<file path="src/rtl/sysid_boot_checker_pkg.sv">
// Shared definitions for the sysid boot checker: FSM encoding, sysid word
// addresses and counter widths sized for the largest legal parameter values.
package sysid_boot_checker_pkg;

    typedef logic [2:0] state_t;

    localparam state_t ST_IDLE    = 3'd0;
    localparam state_t ST_REQ_ID  = 3'd1;
    localparam state_t ST_WAIT_ID = 3'd2;
    localparam state_t ST_REQ_TS  = 3'd3;
    localparam state_t ST_WAIT_TS = 3'd4;
    localparam state_t ST_EVAL    = 3'd5;

    localparam logic SYSID_ADDR_ID = 1'b0;
    localparam logic SYSID_ADDR_TS = 1'b1;

    localparam int MAX_TIMEOUT_CYCLES = 65535;
    localparam int MAX_READ_LATENCY   = 7;
    localparam int MAX_RETRY_LIMIT    = 15;

    localparam int STALL_W = $clog2(MAX_TIMEOUT_CYCLES + 1);
    localparam int LAT_W   = $clog2(MAX_READ_LATENCY + 1);
    localparam int RETRY_W = $clog2(MAX_RETRY_LIMIT + 1);

endpackage

</file>
<file path="src/rtl/sysid_read_port.sv">
// Single-word Avalon-MM read engine: holds the strobe while the slave stalls,
// aborts after TIMEOUT_CYCLES stalls and flags the readdata beat after READ_LATENCY.
module sysid_read_port
    import sysid_boot_checker_pkg::*;
#(
    parameter int READ_LATENCY   = 1,
    parameter int TIMEOUT_CYCLES = 255
) (
    input  logic        clock,
    input  logic        reset,
    input  logic        issue,
    input  logic        waiting,
    input  logic        addr,
    input  logic        m_waitrequest,
    input  logic [31:0] m_readdata,
    output logic        m_read,
    output logic        m_address,
    output logic        accepted,
    output logic        data_valid,
    output logic        timeout,
    output logic [31:0] data
);

    logic [STALL_W-1:0] stall_cnt_q, stall_cnt_d;
    logic [LAT_W-1:0]   lat_cnt_q, lat_cnt_d;
    logic               stalled;

    always_comb begin
        m_read    = issue;
        m_address = issue & addr;
        accepted  = issue & ~m_waitrequest;
        stalled   = issue & m_waitrequest;
        // Abort in the cycle that completes the TIMEOUT_CYCLES-th stall.
        timeout   = stalled && (stall_cnt_q == STALL_W'(TIMEOUT_CYCLES - 1));
        stall_cnt_d = stalled ? stall_cnt_q + 1'b1 : '0;
        lat_cnt_d   = waiting ? lat_cnt_q + 1'b1 : '0;
        if (READ_LATENCY == 0) begin
            data_valid = accepted;
        end else begin
            data_valid = waiting && (lat_cnt_q == LAT_W'(READ_LATENCY - 1));
        end
        data = m_readdata;
    end

    always_ff @(posedge clock or posedge reset) begin
        if (reset) begin
            stall_cnt_q <= '0;
            lat_cnt_q   <= '0;
        end else begin
            stall_cnt_q <= stall_cnt_d;
            lat_cnt_q   <= lat_cnt_d;
        end
    end

endmodule

</file>
<file path="config.mk">
export PLATFORM = sky130hd
export DESIGN_NAME = sysid_read_port
export DESIGN_NICKNAME = d
export VERILOG_FILES = /design/src/rtl/sysid_boot_checker_pkg.sv /design/src/rtl/sysid_read_port.sv
export SDC_FILE = /design/constraint.sdc
export NUM_CORES = 1
export LEC_CHECK = 0
export CAP_MARGIN = 20
export CORE_MARGIN = 5
export CORE_UTILIZATION = 35
export CTS_CLUSTER_SIZE = 20
export DETAILED_ROUTE_END_ITERATION = 8
export GPL_TIMING_DRIVEN = 0
export PLACE_DENSITY = 0.75
export SLEW_MARGIN = 20
export SYNTH_ARGS = -nofsm -noshare
export SYNTH_HDL_FRONTEND = slang
export SYNTH_SLANG_ARGS = --single-unit
export TNS_END_PERCENT = 5
</file>
<file path="constraint.sdc">
create_clock -name clock -period 3.23 [get_ports clock]
set_input_delay 0.4845 -clock clock [delete_from_list [all_inputs] [get_ports clock]]
set_output_delay 0.4845 -clock clock [all_outputs]
set_load 0.005 [all_outputs]
</file>
---- Yosys cells after proc, flatten, opt, wreduce, memory -nomap -nowiden ----
Cells that the tools add are included.
word-level totals
  flip-flop bits (word level) ............. 19
  output and inout bits ................... 37
  input bits .............................. 38
  word-level logic and storage cells ...... 14
cells by class
  reduce and logical (&&, ||, !) cells .... 3
  equal/unequal tests ..................... 1
  add/subtract/negate cells ............... 2
  muxes and demuxes ....................... 2
  bitwise logic cells ..................... 4
operators by type and width
  operator               count
  $add 16x1->16 const B  1
  $eq 16x8->1 const B    1
  $mux 16                1
  $add 3x1->3 const B    1
  $and 1x1->1            3
  $logic_not 3->1        1
  $mux 3                 1
  $logic_and 1x1->1      2
  $not 1->1              1

---- Logic depth before layout (Yosys ltp) ----
Gate-level depths: netlist (run 1).
  depth after elaboration ................. 2
  mapped depth ............................ 5
  gate-level depth less buffers ........... 5

---- Worst setup path before layout (run 1) ----
OpenSTA, ideal clock, no wires.
  path type ............................... register to output
  from .................................... register stall_cnt_q[9]
  to ...................................... output timeout
  buffers on the path ..................... 0
  arrival ................................. 1.287 ns
  data required time ...................... 2.745 ns
  stages on the path, launching flop included .. 4
  path slack .............................. 1.458 ns
  path through ............................ dfrtp_1 > or4_1 > nor4b_1 > and3_1
between the ends
  word-level cells in the longest chain between the ends .. 2
ends and longest elaborated chain
  element                 RTL line               text
  start, declared         sysid_read_port.sv:24  logic [STALL_W-1:0] stall_cnt_q, stall_cnt_d;
  start signal, assigned  sysid_read_port.sv:50  stall_cnt_q <= stall_cnt_d;
  $eq 16x8->1             sysid_read_port.sv:34  timeout = stalled && (stall_cnt_q == STALL_W'(TIMEOUT_CYCLES - 1));
  $logic_and 1x1->1       sysid_read_port.sv:34
  end, declared           sysid_read_port.sv:20  output logic timeout,
No other way between the ends.

---- Worst setup path after layout (run 1) ----
Same ends and word-level chain as after synthesis.

==> results of run 1 <==
## power breakdown
group / leakage [nW] / internal, mW / total, mW / switching [mW]
clock: 0.0255 / 0.0858 / 0.166 / 0.0804
sequential: 0.262 / 0.242 / 0.246 / 0.00363
combinational: 0.488 / 0.0747 / 0.105 / 0.0304
## layer usage
| layer | global-route usage, % | routed length, µm |
|---|---|---|
| met2 | 18.92 | 1381 |
| met3 | 2.302 | 166 |
| met5 | 0 | 0 |
| met1 | 13.45 | 1064 |
| met4 | 3.830 | 40 |
## area by class of cell
cell class | instances | area share [%]
clock inverter | 1 | 0.2776
buffer | 34 | 13.95
multi-input combinational | 74 | 28.59
timing repair buffer | 42 | 23.32
inverter | 9 | 1.874
sequential | 19 | 26.37
tap | 48 | 3.331
clock buffer | 3 | 2.290
## flip-flops by register name, indices dropped and copies added (netlist names)
register,flops
lat_cnt_q,3
stall_cnt_q,16
## logic make-up after synthesis
family	share of synthesized area, %
AND/OR/NAND/NOR	25.69
buffers and inverters	22.35
flip-flops	37.26
XOR/XNOR	8.236
AO/OA/AOI/OAI	2.549
adder cells (fa/ha/maj)	3.922
## cells in the final DEF, fill, tap and decap left out, types with 3 or more instances in the layout
cell / netlist / layout
sky130_fd_sc_hd__xor2_1: 3 / 3
sky130_fd_sc_hd__nand2_1: 5 / 5
sky130_fd_sc_hd__buf_4: 33 / 33
sky130_fd_sc_hd__dfrtp_1: 19 / 19
sky130_fd_sc_hd__nand3_1: 4 / 4
sky130_fd_sc_hd__and2_1: 3 / 3
sky130_fd_sc_hd__a21oi_1: 3 / 3
sky130_fd_sc_hd__clkdlybuf4s50_1: 0 / 42
sky130_fd_sc_hd__clkbuf_8: 0 / 3
sky130_fd_sc_hd__nor3_1: 4 / 4
sky130_fd_sc_hd__inv_1: 9 / 9
sky130_fd_sc_hd__nand3_2: 3 / 3
sky130_fd_sc_hd__nor4_2: 3 / 3
sky130_fd_sc_hd__xnor2_1: 9 / 9
sky130_fd_sc_hd__nor2_1: 17 / 17
sky130_fd_sc_hd__ha_1: 4 / 4
## final timing paths
check	start	endpoint	slack [ns]
setup / recovery	stall_cnt_q[9]	timeout	0.60
hold / removal	lat_cnt_q[0]	lat_cnt_q[0]	0.47
setup reg to reg	stall_cnt_q[0]	stall_cnt_q[14]	1.69
hold reg to reg	lat_cnt_q[0]	lat_cnt_q[0]	0.47
max in group asynchronous	reset	stall_cnt_q[14]	2.15
min in group asynchronous	reset	stall_cnt_q[7]	0.63
## worst max-delay path: stages (launching register included)
cell and delay (ns):
sky130_fd_sc_hd__dfrtp_1 0.43, sky130_fd_sc_hd__or4_1 0.54, sky130_fd_sc_hd__nor4b_1 0.23, sky130_fd_sc_hd__and3_1 0.19
sky130_fd_sc_hd__clkdlybuf4s50_1 0.50
==> impl_metrics.csv, run 1 <==
group,metric,value,unit
floorplanning,core_region_area,3606,µm²
detailed_routing,drt_first_iter_violations,16,
logic_synthesis,number_of_enable_flip_flop_cells_after_synthesis,0,
logic_synthesis,synth_flop_cell,"sky130_fd_sc_hd__dfrtp_1",
logic_synthesis,synthesis.area,1276,µm²
detailed_routing,detail_route.first_pass.iterations,4,
place,dp.cells,226,
floorplanning,fp.dieArea,4954,µm²
place,io_buffers,42,
job,drv.max_cap_violation_count,0,
setup_path,timing_worst_setup_path_type,"flop to primary output",
floorplanning,ioPinCount,75,
sta,grt_setup_unrepaired,"no",
logic_synthesis,synthesis.area_per_instance,9.384,µm²
final_layout,final_area,1803,µm²
place,placed_area,1757,µm²
setup_path,critPathMaxFanout,4,
power,cellPowerDensity,286.6,nW/µm²
sta,fmax,379.8,MHz
final_layout,regArea,475.5,µm²
outcome,status,"complete, no violations",
clock_tree,cts_setup_buffers,0,
global_route,grt_start_max_net_pins,20,
logic_synthesis,synth.top_cell.area_share,37.25,%
logic_synthesis,yosys.cell_count.top_type,"sky130_fd_sc_hd__buf_4",
logic_synthesis,synth_top_area_cell,"sky130_fd_sc_hd__dfrtp_1",
global_route,first_global_vias,938,
clock_tree,postCtsResizedCells,0,
global_route,globalRouteOverflowTotal,0,
global_route,groute.usage.overall,10.99,%
global_route,initial_antenna_violation_count,0,
final_layout,area.growth.synth_to_final,41.27,%
final_layout,share_of_post_route_cells_with_drive_strength_above_1,25.82,%
clock_tree,cts_buffer_depth,2,
power,design_power_total,0.5168,mW
floorplanning,die_height,70.39,µm
logic_synthesis,synth-warning-count,0,
setup_path,worstRegToRegCells,5,
logic_synthesis,post_synth_num_cell_types,27,
detailed_routing,vias,988,
detailed_routing,avgRoutedWirePerCell,11.53,µm
sta,setup_ws,0.5969,ns
final_layout,antenna_cells,0,
logic_synthesis,synthCells,136,
final_layout,utilization,50.00,%
detailed_routing,wl,2652,µm
final_layout,final-instance-count-excl-fill,230,
sta,timing.clock.skew,0.003166,ns
sta,finalHoldWorstSlack,0.4683,ns
power,worst_ir_drop_vdd,0.1951,mV
sta,max_slew.worst_pin.slew,0.7014,ns
clock_tree,cts_hold_repair.buffers,0,
clock_tree,cts_tree,"done",
setup_path,setup.worst_path.end_class,"primary output",
floorplanning,die_width,70.39,µm
min_path,timing.hold.worst_path_depth,1,
sta,final_critical_path_time_including_i_o_delays_and_setup,2.633,ns
floorplanning,num_rows,22,
detailed_routing,detail_route_antenna_nets,0,
clock_tree,cts.reportedPaths.clkPinSlew,0.07,ns
clock_tree,cts.sink_count,19,
final_layout,num-nets-final,225,
clock_tree,clkLatencyLatePin,0.26,ns
sta,finalSetupViolCount,0,
place,gpl.final_weighted_congestion,0.8580,
final_layout,multiInputGateArea,515.5,µm²
setup_path,crit_path_start_kind,"flop",
logic_synthesis,yosysSeqAreaShare,37.25,%
logic_synthesis,netlist_top_cells_area,"sky130_fd_sc_hd__dfrtp_1 (37%), sky130_fd_sc_hd__buf_4 (19%), sky130_fd_sc_hd__xnor2_1 (6.2%)",
sta,finalSetupTns,0,ns
setup_path,cp_data_arrival_time,2.15,ns
min_path,hp-class,"flop to flop",
setup_path,worst-endpoint-required,2.75,ns
power,leakage_power_figure,0.7758,nW
sta,timing_hold_violations_final,0,
final_layout,fillers,336,
logic_synthesis,postSynth.asyncResetShare,100.0,%
sta,drv_slew,0,
global_route,global_route_wire_length_before_repair,4464,µm
clock_tree,cts-buffers-inserted,3,
sta,maxSlewHeadroom,53.19,%
floorplanning,floorplan.initialDensity,35.39,%
logic_synthesis,synth.net_count,178,
logic_synthesis,flop_and_latch_count_out_of_synthesis,19,
detailed_routing,drt_drc_violations_left,0,
detailed_routing,number_of_vias_per_cell_after_detailed_routing,4.296,
place,place.detailed.hpwl,2149,µm
place,place_worst_setup_slack,0.5948,ns
logic_synthesis,synth.top_cells.by_count,"sky130_fd_sc_hd__buf_4 (33), sky130_fd_sc_hd__dfrtp_1 (19), sky130_fd_sc_hd__nor2_1 (17)",
clock_tree,cts_htree_levels,1,
sta,layout_worst_path_cycle_share,81.52,%
clock_tree,cts_root_buffer,"sky130_fd_sc_hd__clkbuf_8",
(Power assumes the default switching activity.)
==> inputs of run 2 (changes only) <==
- CORE_UTILIZATION: 35 -> 34
- PLACE_DENSITY: 0.75 -> 0.76
- clock period: 3.23 -> 2.25 ns (I/O delays scaled with it)
==> run 2 against run 1 <==
Effect of this change:
- combinational power rose by 44%
- highest routed layer unchanged
- critical path depth did not move
- first-iteration DRC count down 25%
- die area is 2.5% higher
- sequential power grew 43%
==> impl_metrics.csv, run 2 (synthesis gave the netlist of run 1 again) <==
group,metric,value,unit
outcome,status,"complete, no violations",
final_layout,most_frequent_standard_cell_in_the_layout_excluding_fill_and_tap_cells,"sky130_fd_sc_hd__clkdlybuf4s50_1",
final_layout,share_of_post_route_cells_with_drive_strength_above_1,27.72,%
clock_tree,cts.sink_count,19,
place,place_worst_setup_slack,-0.07758,ns
sta,setup_ws,0.1189,ns
detailed_routing,detail_route.first_pass.iterations,4,
final_layout,final-instance-count-excl-fill,232,
place,gpl.final_weighted_congestion,0.7719,
setup_path,crit_path_start_kind,"flop",
min_path,hp-class,"flop to flop",
clock_tree,cts.reportedPaths.clkPinSlew,0.07,ns
sta,grt_setup_unrepaired,"no",
global_route,initial_antenna_violation_count,0,
sta,finalHoldWorstSlack,0.4672,ns
final_layout,area.growth.synth_to_final,43.14,%
detailed_routing,wl,2538,µm
floorplanning,ioPinCount,75,
sta,layout_worst_path_cycle_share,94.72,%
sta,finalSetupViolCount,0,
place,io_buffers,42,
setup_path,worst-endpoint-required,1.91,ns
global_route,first_global_vias,955,
sta,timing.clock.skew,0.003324,ns
power,leakage_power_figure,0.7910,nW
clock_tree,cts-buffers-inserted,3,
floorplanning,num_rows,22,
sta,drv_slew,0,
floorplanning,floorplan.initialDensity,34.86,%
power,design_power_total,0.7410,mW
floorplanning,fp.dieArea,5079,µm²
power,cellPowerDensity,405.6,nW/µm²
power,worst_ir_drop_vdd,0.2660,mV
setup_path,timing_worst_setup_path_type,"flop to primary output",
clock_tree,cts_root_buffer,"sky130_fd_sc_hd__clkbuf_8",
setup_path,cp_data_arrival_time,1.79,ns
setup_path,setup.worst_path.end_class,"primary output",
detailed_routing,drt_drc_violations_left,0,
final_layout,layout.cells.most_common_list,"sky130_fd_sc_hd__clkdlybuf4s50_1 (41), sky130_fd_sc_hd__buf_4 (35), sky130_fd_sc_hd__dfrtp_1 (19)",
global_route,groute.usage.overall,10.35,%
sta,fmax,469.2,MHz
job,drv.max_cap_violation_count,0,
final_layout,biggestRegsByFlops,"stall_cnt_q (16), lat_cnt_q (3)",
setup_path,critPathMaxFanout,2,
global_route,global_route_wire_length_before_repair,4257,µm
sta,finalSetupTns,0,ns
detailed_routing,avgRoutedWirePerCell,10.94,µm
final_layout,utilization,49.90,%
clock_tree,cts_tree,"done",
detailed_routing,detail_route_antenna_nets,0,
final_layout,final_area,1827,µm²
sta,final_critical_path_time_including_i_o_delays_and_setup,2.131,ns
clock_tree,cts_buffer_depth,2,
floorplanning,die_height,71.27,µm
sta,timing_hold_violations_final,0,
final_layout,num-nets-final,227,
final_layout,max_flop_register,"stall_cnt_q",
place,place.detailed.hpwl,2035,µm
sta,maxSlewHeadroom,51.80,%
place,placed_area,1757,µm²
clock_tree,cts_hold_repair.buffers,0,
clock_tree,cts_htree_levels,1,
global_route,globalRouteOverflowTotal,0,
clock_tree,clkLatencyLatePin,0.26,ns
final_layout,largest_reg_flops,16,
sta,max_slew.worst_pin.slew,0.7222,ns
detailed_routing,drt_first_iter_violations,12,
place,dp.cells,226,
floorplanning,core_region_area,3661,µm²
floorplanning,die_width,71.27,µm
final_layout,antenna_cells,0,
global_route,grt_start_max_net_pins,20,
detailed_routing,vias,998,
detailed_routing,number_of_vias_per_cell_after_detailed_routing,4.302,
final_layout,fillers,340,
run 2: worst max-delay path, cell delays in order (launching register included):
cell and delay (ns):
sky130_fd_sc_hd__dfrtp_1 0.38, sky130_fd_sc_hd__or4_4 0.54, sky130_fd_sc_hd__nor4b_2 0.21, sky130_fd_sc_hd__and3_1 0.18
sky130_fd_sc_hd__dlygate4sd2_1 0.24
run 2: final timing paths:
path	depth (start not counted)	slack, ns	endpoint	startpoint
worst min-delay path	1	0.47	lat_cnt_q[0]	lat_cnt_q[0]
worst min register to register	1	0.47	lat_cnt_q[0]	lat_cnt_q[0]
max in group asynchronous	2	1.30	stall_cnt_q[10]	reset
worst max register to register	5	0.74	stall_cnt_q[14]	stall_cnt_q[0]
worst max-delay path	4	0.12	timeout	stall_cnt_q[13]
min in group asynchronous	2	0.50	stall_cnt_q[3]	reset
run 2: cell type report:
type,count,area [µm²],area share [%]
multi-input combinational,74,525.5,28.77
sequential,19,475.5,26.03
timing repair buffer,44,434.2,23.77
buffer,34,251.5,13.77
tap,48,60.06,3.288
clock buffer,3,41.29,2.260
inverter,9,33.78,1.849
clock inverter,1,5.005,0.2740
run 2: repair_timing:
item / CTS / global route
setup endpoints to repair: 1 / 0
setup buffers: 2 / 0
resized for setup: 3 / 0
run 2: metal layers:
layer  global-route usage (%)  share of wire, %  vias up
met3                    2.244               7.5        5
met4                    6.263               2.4        0
met5                        0                 0        -
li1                         -                 -      504
met2                    17.04                50       32
met1                    12.28                40      457
run 2: report_power, final:
group | switching, mW | leakage [nW] | internal [mW]
combinational | 0.0437 | 0.504 | 0.107
sequential | 0.00513 | 0.262 | 0.347
clock | 0.114 | 0.0255 | 0.123
==> inputs of run 3 (changes only) <==
- GPL_ROUTABILITY_DRIVEN: unset -> 0
- GPL_TIMING_DRIVEN: 0 -> 1
==> run 3 against run 2 <==
Effect of this change:
- utilization fell by 15 points
- register-to-register slack barely moved
- clock skew is 0.0012 ns higher
- design area fell by 30%
- first-iteration DRC count fell by 50%
- critical endpoint unchanged
==> impl_metrics.csv, run 3 (synthesis gave the netlist of run 1 again) <==
group,metric,value,unit
final_layout,final-instance-count-excl-fill,168,
global_route,initial_antenna_violation_count,0,
floorplanning,fp.dieArea,5079,µm²
detailed_routing,drt_first_iter_violations,6,
setup_path,timing_worst_setup_path_type,"flop to primary output",
power,leakage_power_figure,0.5131,nW
sta,drv_slew,0,
job,drv.max_cap_violation_count,0,
final_layout,area.growth.synth_to_final,0.09842,%
clock_tree,cts-buffers-inserted,3,
setup_path,worst-endpoint-required,1.91,ns
setup_path,worstRegToRegCells,5,
place,dp.cells,164,
setup_path,critical_path.slowest_cell,"sky130_fd_sc_hd__or4_4",
sta,layout_worst_path_cycle_share,97.21,%
global_route,global_route_wire_length_before_repair,3505,µm
clock_tree,cts.reportedPaths.clkPinSlew,0.07,ns
detailed_routing,detail_route.first_pass.iterations,4,
power,design_power_total,0.6377,mW
floorplanning,die_height,71.27,µm
detailed_routing,wl,2027,µm
detailed_routing,vias,764,
outcome,status,"complete, no violations",
sta,timing.clock.skew,0.004521,ns
setup_path,setup.worst_path.end_class,"primary output",
final_layout,utilization,34.89,%
final_layout,num-nets-final,163,
final_layout,antenna_cells,0,
sta,final_critical_path_time_including_i_o_delays_and_setup,2.187,ns
place,place_worst_setup_slack,-0.06489,ns
sta,finalSetupViolCount,0,
setup_path,cp_slowest_stage_delay,0.53,ns
final_layout,most_frequent_standard_cell_in_the_layout_excluding_fill_and_tap_cells,"sky130_fd_sc_hd__dfrtp_1",
global_route,first_global_vias,787,
global_route,globalRouteOverflowTotal,0,
final_layout,max_flop_register,"stall_cnt_q",
detailed_routing,avgRoutedWirePerCell,12.07,µm
place,io_buffers,10,
global_route,grt_start_max_net_pins,20,
final_layout,share_of_post_route_cells_with_drive_strength_above_1,15.83,%
place,place.detailed.hpwl,1560,µm
detailed_routing,number_of_vias_per_cell_after_detailed_routing,4.548,
sta,grt_setup_unrepaired,"no",
setup_path,critPathMaxFanout,2,
final_layout,layout.cells.most_common_list,"sky130_fd_sc_hd__dfrtp_1 (19), sky130_fd_sc_hd__nor2_1 (17), sky130_fd_sc_hd__inv_1 (9), sky130_fd_sc_hd__xnor2_1 (9), sky130_fd_sc_hd__clkdlybuf4s50_1 (9)",
detailed_routing,detail_route_antenna_nets,0,
floorplanning,floorplan.initialDensity,34.86,%
clock_tree,cts.sink_count,19,
sta,setup_ws,0.06271,ns
sta,max_slew.worst_pin.slew,0.7125,ns
clock_tree,cts_root_buffer,"sky130_fd_sc_hd__clkbuf_8",
floorplanning,core_region_area,3661,µm²
final_layout,largest_reg_flops,16,
setup_path,cp_data_arrival_time,1.85,ns
floorplanning,die_width,71.27,µm
detailed_routing,drt_drc_violations_left,0,
clock_tree,cts_htree_levels,1,
clock_tree,clkLatencyLatePin,0.26,ns
floorplanning,num_rows,22,
power,worst_ir_drop_vdd,0.3199,mV
sta,fmax,457.2,MHz
setup_path,path_cells,"or4_4 > nor4b_4 > and3_1 > dlygate4sd2_1",
sta,timing_hold_violations_final,0,
clock_tree,cts_tree,"done",
min_path,hp-class,"flop to flop",
power,cellPowerDensity,499.2,nW/µm²
floorplanning,ioPinCount,75,
sta,maxSlewHeadroom,52.45,%
setup_path,crit_path_start_kind,"flop",
final_layout,biggestRegsByFlops,"stall_cnt_q (16), lat_cnt_q (3)",
sta,finalSetupTns,0,ns
clock_tree,cts_hold_repair.buffers,0,
clock_tree,cts_buffer_depth,2,
min_path,timing.hold.worst_path_depth,1,
global_route,groute.usage.overall,8.679,%
run 3: changes by cell type in the layout (fill, tap and decap cells not counted):
cell	change
sky130_fd_sc_hd__buf_1	-1
sky130_fd_sc_hd__clkdlybuf4s50_1	-32
sky130_fd_sc_hd__clkbuf_1	+1
sky130_fd_sc_hd__nor4b_2	-1
sky130_fd_sc_hd__clkinv_2	-1
sky130_fd_sc_hd__buf_4	-31
sky130_fd_sc_hd__nor4b_4	+1
run 3: path summary, 6_finish.rpt:
kind | from | slack (ns) | endpoint
setup / recovery | stall_cnt_q[9] | 0.06 | timeout
hold / removal | lat_cnt_q[0] | 0.46 | lat_cnt_q[0]
setup reg to reg | stall_cnt_q[0] | 0.74 | stall_cnt_q[14]
hold reg to reg | lat_cnt_q[0] | 0.46 | lat_cnt_q[0]
max in group asynchronous | reset | 1.30 | stall_cnt_q[4]
min in group asynchronous | reset | 0.50 | stall_cnt_q[14]
run 3: layout make-up:
cell class                 count  area [µm²]
sequential                    19       475.5
inverter                       9       33.78
tap                           48       60.06
timing repair buffer          14       128.9
clock buffer                   4       45.04
fill                         369        2384
multi-input combinational     74       534.3
run 3: metrics by stage:
stage / hold slack (ns) / area [µm²]
after global placement: 0.4547 / 1215
after detailed placement: 0.4508 / 1215
after floorplan: 0.2886 / 1276
after CTS: 0.4617 / 1277
final: 0.4582 / 1277
after global routing: 0.4891 / 1277
run 3: repair_timing:
| item | in CTS | in global routing |
|---|---|---|
| pin swaps | 2 | 2 |
| buffers inserted | 0 | 0 |
| resized for setup | 4 | 0 |
| cloned | 0 | 0 |
| setup endpoints to repair | 1 | 1 |
run 3: power breakdown:
part           switching (mW)  internal (mW)
sequential            0.00522          0.347
combinational          0.0242         0.0263
clock                   0.109          0.126
total                   0.138          0.500
run 3: layer usage:
metal  up-vias  global-route usage, %  share of wire, %
met1       371                  9.383                40
met5         -                      0                 0
met3         7                  2.104               4.4
li1        376                      -                 -
met2        10                  14.49                52
met4         0                  6.681               3.6
run 3: critical path, delay by kind of cell (launching register included):
kind	cells	cell delay [ns]
buffers and inverters	1	0.23
DFF	1	0.40
and+or+nand+nor	3	0.96
